### src/rtl/hazard_ctrl.sv
// Hazard controller for the 5-stage core: load-use and control hazards,
// EX forwarding, and a memory-wait freeze FSM with timeout and perf counters.
module hazard_ctrl #(
   parameter int REG_WIDTH = 5,
   parameter int CNT_WIDTH = 32,
   parameter int TIMEOUT   = 16
) (
   input  logic                 clk,
   input  logic                 rst,
   input  logic [REG_WIDTH-1:0] rs1_d,
   input  logic [REG_WIDTH-1:0] rs2_d,
   input  logic [REG_WIDTH-1:0] rs1_e,
   input  logic [REG_WIDTH-1:0] rs2_e,
   input  logic [REG_WIDTH-1:0] rd_e,
   input  logic [1:0]           result_src_e,
   input  logic                 pc_src_e,
   input  logic [REG_WIDTH-1:0] rd_m,
   input  logic [REG_WIDTH-1:0] rd_w,
   input  logic                 reg_write_m,
   input  logic                 reg_write_w,
   input  logic                 mem_req_m,
   input  logic                 mem_ready,
   input  logic                 cnt_clr,
   output logic                 stall_f,
   output logic                 stall_d,
   output logic                 stall_e,
   output logic                 stall_m,
   output logic                 flush_d,
   output logic                 flush_e,
   output logic                 flush_w,
   output logic [1:0]           fwd_a_e,
   output logic [1:0]           fwd_b_e,
   output logic                 mem_timeout,
   output logic [CNT_WIDTH-1:0] stall_cnt,
   output logic [CNT_WIDTH-1:0] flush_cnt
);

   localparam int WW = $clog2(TIMEOUT + 1);

   typedef enum logic [1:0] {RUN, MEM_WAIT, ERROR} state_t;

   state_t          state_q, state_d;
   logic [WW-1:0]   wait_q, wait_d;
   logic            mem_stall;
   logic            lw_stall;
   logic [1:0]      fwd_a, fwd_b;

   always_ff @(posedge clk or negedge rst) begin
      if (!rst) begin
         state_q <= RUN;
         wait_q  <= '0;
      end else begin
         state_q <= state_d;
         wait_q  <= wait_d;
      end
   end

   always_comb begin
      state_d   = state_q;
      wait_d    = wait_q;
      mem_stall = 1'b0;
      unique case (state_q)
         RUN: begin
            if (mem_req_m && !mem_ready) begin
               state_d   = MEM_WAIT;
               wait_d    = WW'(1);
               mem_stall = 1'b1;
            end else begin
               wait_d = '0;
            end
         end
         MEM_WAIT: begin
            mem_stall = !mem_ready;
            if (mem_ready) begin
               state_d = RUN;
               wait_d  = '0;
            end else if (wait_q == WW'(TIMEOUT - 1)) begin
               state_d = ERROR;
            end else begin
               wait_d = wait_q + WW'(1);
            end
         end
         ERROR: mem_stall = 1'b1;
         default: begin
            state_d = RUN;
            wait_d  = '0;
         end
      endcase
   end

   assign lw_stall = (result_src_e == 2'b01) && (rd_e != '0) &&
                     ((rd_e == rs1_d) || (rd_e == rs2_d));

   // MEM result is younger than WB, so it takes priority
   assign fwd_a = (reg_write_m && rd_m != '0 && rd_m == rs1_e) ? 2'b10 :
                  (reg_write_w && rd_w != '0 && rd_w == rs1_e) ? 2'b01 :
                  2'b00;
   assign fwd_b = (reg_write_m && rd_m != '0 && rd_m == rs2_e) ? 2'b10 :
                  (reg_write_w && rd_w != '0 && rd_w == rs2_e) ? 2'b01 :
                  2'b00;

   // Reset forces every control output low without waiting for a clock
   assign stall_f = rst && (lw_stall || mem_stall);
   assign stall_d = stall_f;
   assign stall_e = rst && mem_stall;
   assign stall_m = stall_e;
   assign flush_w = stall_e;
   assign flush_d = rst && pc_src_e && !mem_stall;
   assign flush_e = rst && (lw_stall || pc_src_e) && !mem_stall;
   assign fwd_a_e = rst ? fwd_a : 2'b00;
   assign fwd_b_e = rst ? fwd_b : 2'b00;

   assign mem_timeout = (state_q == ERROR);

   always_ff @(posedge clk or negedge rst) begin
      if (!rst) begin
         stall_cnt <= '0;
         flush_cnt <= '0;
      end else if (cnt_clr) begin
         stall_cnt <= '0;
         flush_cnt <= '0;
      end else begin
         if (stall_d && stall_cnt != '1)
            stall_cnt <= stall_cnt + CNT_WIDTH'(1);
         if (flush_e && flush_cnt != '1)
            flush_cnt <= flush_cnt + CNT_WIDTH'(1);
      end
   end

endmodule

### config.mk
export PLATFORM = sky130hd
export DESIGN_NAME = hazard_ctrl
export DESIGN_NICKNAME = d
export VERILOG_FILES = /design/src/rtl/hazard_ctrl.sv
export SDC_FILE = /design/constraint.sdc
export NUM_CORES = 1
export LEC_CHECK = 0
export BUFFER_PORTS_ARGS = -buffer_cell sky130_fd_sc_hd__buf_2
export CAP_MARGIN = 20
export CORE_ASPECT_RATIO = 0.9
export CORE_MARGIN = 5
export CORE_UTILIZATION = 25
export CTS_CLUSTER_DIAMETER = 150
export DETAILED_ROUTE_END_ITERATION = 6
export HOLD_SLACK_MARGIN = 0.15
export PLACE_DENSITY = 0.48
export SYNTH_ARGS = -nofsm -noshare
export SYNTH_HDL_FRONTEND = slang
export SYNTH_SLANG_ARGS = --single-unit
### constraint.sdc
create_clock -name clk -period 8 [get_ports clk]
set_clock_uncertainty 0.05 [all_clocks]
set_input_delay 0 -clock clk [delete_from_list [all_inputs] [get_ports clk]]
set_output_delay 0 -clock clk [all_outputs]
set_load 0.1 [all_outputs]
==> flow_summary.json <==
{
  "cp_top_family": "simple AND/OR/NAND/NOR gates",
  "cts.sink_count": 71,
  "fin_nets": 661,
  "num_io_pins": 121,
  "synth_nets": 547,
  "maxCapViolations": 0,
  "startpoint_type": "register",
  "synth_warnings": 0,
  "busiest_layer": "met2",
  "slew_headroom": 0.290,
  "power_mw": 0.923,
  "outcome": "completed",
  "cp-end-kind": "register",
  "overflow": 0,
  "dp_cells": 836,
  "fp-row-count": 46,
  "reg2reg_to": "flush_cnt[12]$_DFFE_PN0P_",
  "post_cts_resized": 0,
  "postCtsSetupBuffers": 0,
  "remaining_drc_errors": 0,
  "timing.rr.start": "flush_cnt[0]$_DFFE_PN0P_",
  "numCtsBuffers": 9,
  "grtUsageMet2": 0.205,
  "finalWorstSetupSlack_ps": 4520,
  "r2r_slack_ps": 4520,
  "use_met1": 0.188,
  "cts_tree": "built",
  "clk_pin_slew_ps": 60,
  "min_path_type": "in -> reg",
  "pwr_density_cell_nw_per_um2": 164,
  "setup_tns_ps": 0,
  "min_delay_path_depth": 3,
  "path_buf_inv": 0,
  "cp_max_fo": 35,
  "post-dp-hpwl_mm": 9.59,
  "die_h_um": 136,
  "cts_buffer_depth": 2,
  "period_minus_slack_ps": 3480,
  "grt_max_degree": 76,
  "ant_nets": 0,
  "final_area_um2": 5620,
  "cts-root-buf": "clkbuf_16",
  "utilization": 0.320,
  "rsz0062_at_grt": "no",
  "setup_violations": 0,
  "synthDistinctLibCells": 51,
  "required_ps": 8180,
  "placed_area_um2": 5230,
  "fmax_mhz": 287,
  "wl_mm": 13.8,
  "die_w_um": 150,
  "n_antenna_cell": 0,
  "htreeDepth": 3,
  "crit_type": "reg -> reg",
  "worstRegToRegCells": 7,
  "slowest_stage": "or3b_1",
  "min_to": "flush_cnt[1]$_DFFE_PN0P_",
  "core_um2": 17600,
  "areaGrowthSynthToFinish_pct": 26.8,
  "max_stage_delay_ps": 900,
  "drive_above_1_share": 0.263,
  "firstDrtPassIters": 4,
  "num_vias": 4320,
  "first_global_vias": 4167,
  "die_area_um2": 20500,
  "antenna_found_initial": 0,
  "gp_congestion": 0.788,
  "hold_ws_ps": 294,
  "netlist_instances": 498,
  "min_period_over_period": 0.435,
  "async_flop_share": 1.00,
  "synth_ff_type": "dfrtp_1",
  "netlist_area_um2": 4430,
  "fin_cells": 857,
  "p_leak_nw": 2.44,
  "crit_arrival_ps": 3660,
  "min_from": "cnt_clr",
  "drt-initial-drc-count": 333,
  "grt_usage": 0.135,
  "vias_per_cell": 5.04,
  "synth-edff-count": 0,
  "synth-seq-cells": 71,
  "initial_core_util": 0.253,
  "clk_latency_ps": 340,
  "final_hold_viol_count": 0,
  "path_cells": "ha_1 -> nand3_1 -> or4_4 -> or4_1 -> or3b_1 -> nor4_1 -> mux2_2",
  "peakVddDrop_v": 0.0000872,
  "synth_area_per_cell_um2": 8.90,
  "drv_slew": 0,
  "worst_pin_slew_ps": 1070,
  "pre_cts_ws_ps": 4530,
  "post_drt_wl_per_cell_um": 16.1,
  "io_buffers": 120,
  "met3_usage": 0.0333,
  "ys_seq_area_frac": 0.401,
  "grt_pass1_wl_mm": 22.0
}
[sequential cells by signal, indices dropped and copies added (netlist names)]
name and flops:
flush_cnt 32, stall_cnt 32, wait_q 5, state_q 2
[synthesized netlist by cell type, types with 5 or more instances]
| master | instances | area (um^2) |
|---|---|---|
| a21oi_1 | 40 | 200 |
| and3_1 | 6 | 37.5 |
| and4_1 | 6 | 52.6 |
| clkbuf_1 | 15 | 56.3 |
| dfrtp_1 | 71 | 1780 |
| inv_1 | 13 | 48.8 |
| mux2_2 | 12 | 135 |
| nand2_1 | 30 | 113 |
| nand3_1 | 23 | 115 |
| nand4_1 | 20 | 125 |
| nor2_1 | 33 | 124 |
| nor2b_1 | 12 | 75.1 |
| nor3_1 | 10 | 50.1 |
| nor4_1 | 11 | 68.8 |
| o21ai_0 | 22 | 110 |
| o21ai_1 | 7 | 35.0 |
| o311ai_0 | 5 | 43.8 |
| o31ai_1 | 16 | 120 |
| o41ai_1 | 5 | 43.8 |
| or2_2 | 9 | 56.3 |
| or3_1 | 26 | 163 |
| or4_1 | 21 | 158 |
| xnor2_1 | 8 | 70.1 |
| xor2_1 | 27 | 236 |
[what timing repair did]
item | in CTS | in global routing
hold buffers | 5 | 0
hold endpoints to repair | 78 | 0
setup endpoints to repair | 0 | 0
[layout make-up]
type	count	area, um^2
clock buffers	14	284
clock inverters	2	60.1
fillers	1829	11900
inverters	13	48.8
multi-input cells	388	2470
flip-flops and latches	71	1780
well taps	240	300
repair buffers	129	683
[cells in the final DEF, fill, tap and decap left out, drive strengths merged, types with 6 or more instances in the layout]
cell type  netlist  routed
a21oi           40      40
and3             6       6
and4             6       6
buf             11     124
clkbuf          15      14
dfrtp           71      71
inv             13      13
mux2            12      12
nand2           30      30
nand3           23      23
nand4           20      20
nor2            33      33
nor2b           12      12
nor3            10      10
nor4            11      11
o21ai           29      29
o31ai           16      16
or2              9       9
or3             26      26
or4             22      22
xnor2            8       8
xor2            27      27
[cells by family after synthesis]
family / synth area share
and+or+nand+nor: 0.277
AOI/OAI and AO/OA: 0.162
DFF: 0.401
buffers and inverters: 0.0423
xor gates and xnor gates: 0.0692
muxes: 0.0373
adders and majority gates: 0.0113
[worst reg2reg max path: cells and delay by family, from the launching register on]
kind	cells	cell delay, ps
muxes	1	310
adders and majority gates	1	190
and+or+nand+nor	5	2390
DFF	1	440
[how the worst max path moves through the flow]
stage,start,endpoint,slack [ps],cells past startpoint
after global placement,flush_cnt[0]$_DFFE_PN0P_,flush_cnt[12]$_DFFE_PN0P_,4720,7
final,flush_cnt[0]$_DFFE_PN0P_,flush_cnt[12]$_DFFE_PN0P_,4520,7
after CTS,flush_cnt[0]$_DFFE_PN0P_,flush_cnt[12]$_DFFE_PN0P_,4520,7
after detailed placement,flush_cnt[0]$_DFFE_PN0P_,flush_cnt[12]$_DFFE_PN0P_,4530,7
after floorplan,rd_m[1],fwd_a_e[0],4210,4
after global routing,flush_cnt[0]$_DFFE_PN0P_,flush_cnt[5]$_DFFE_PN0P_,4250,7
[per-layer routing]
metal	vias up	wire, um
met1	2092	6660
li1	2100	-
met2	113	6210
met5	-	0
met3	15	751
met4	0	204
[report_power, final]
group	internal (mW)	total [mW]	switching [mW]
registers	0.361	0.363	0.00238
logic	0.0280	0.0955	0.0675
clock network	0.307	0.464	0.157
total	0.696	0.923	0.227
Note: power is estimated with default switching activity, not from simulation.
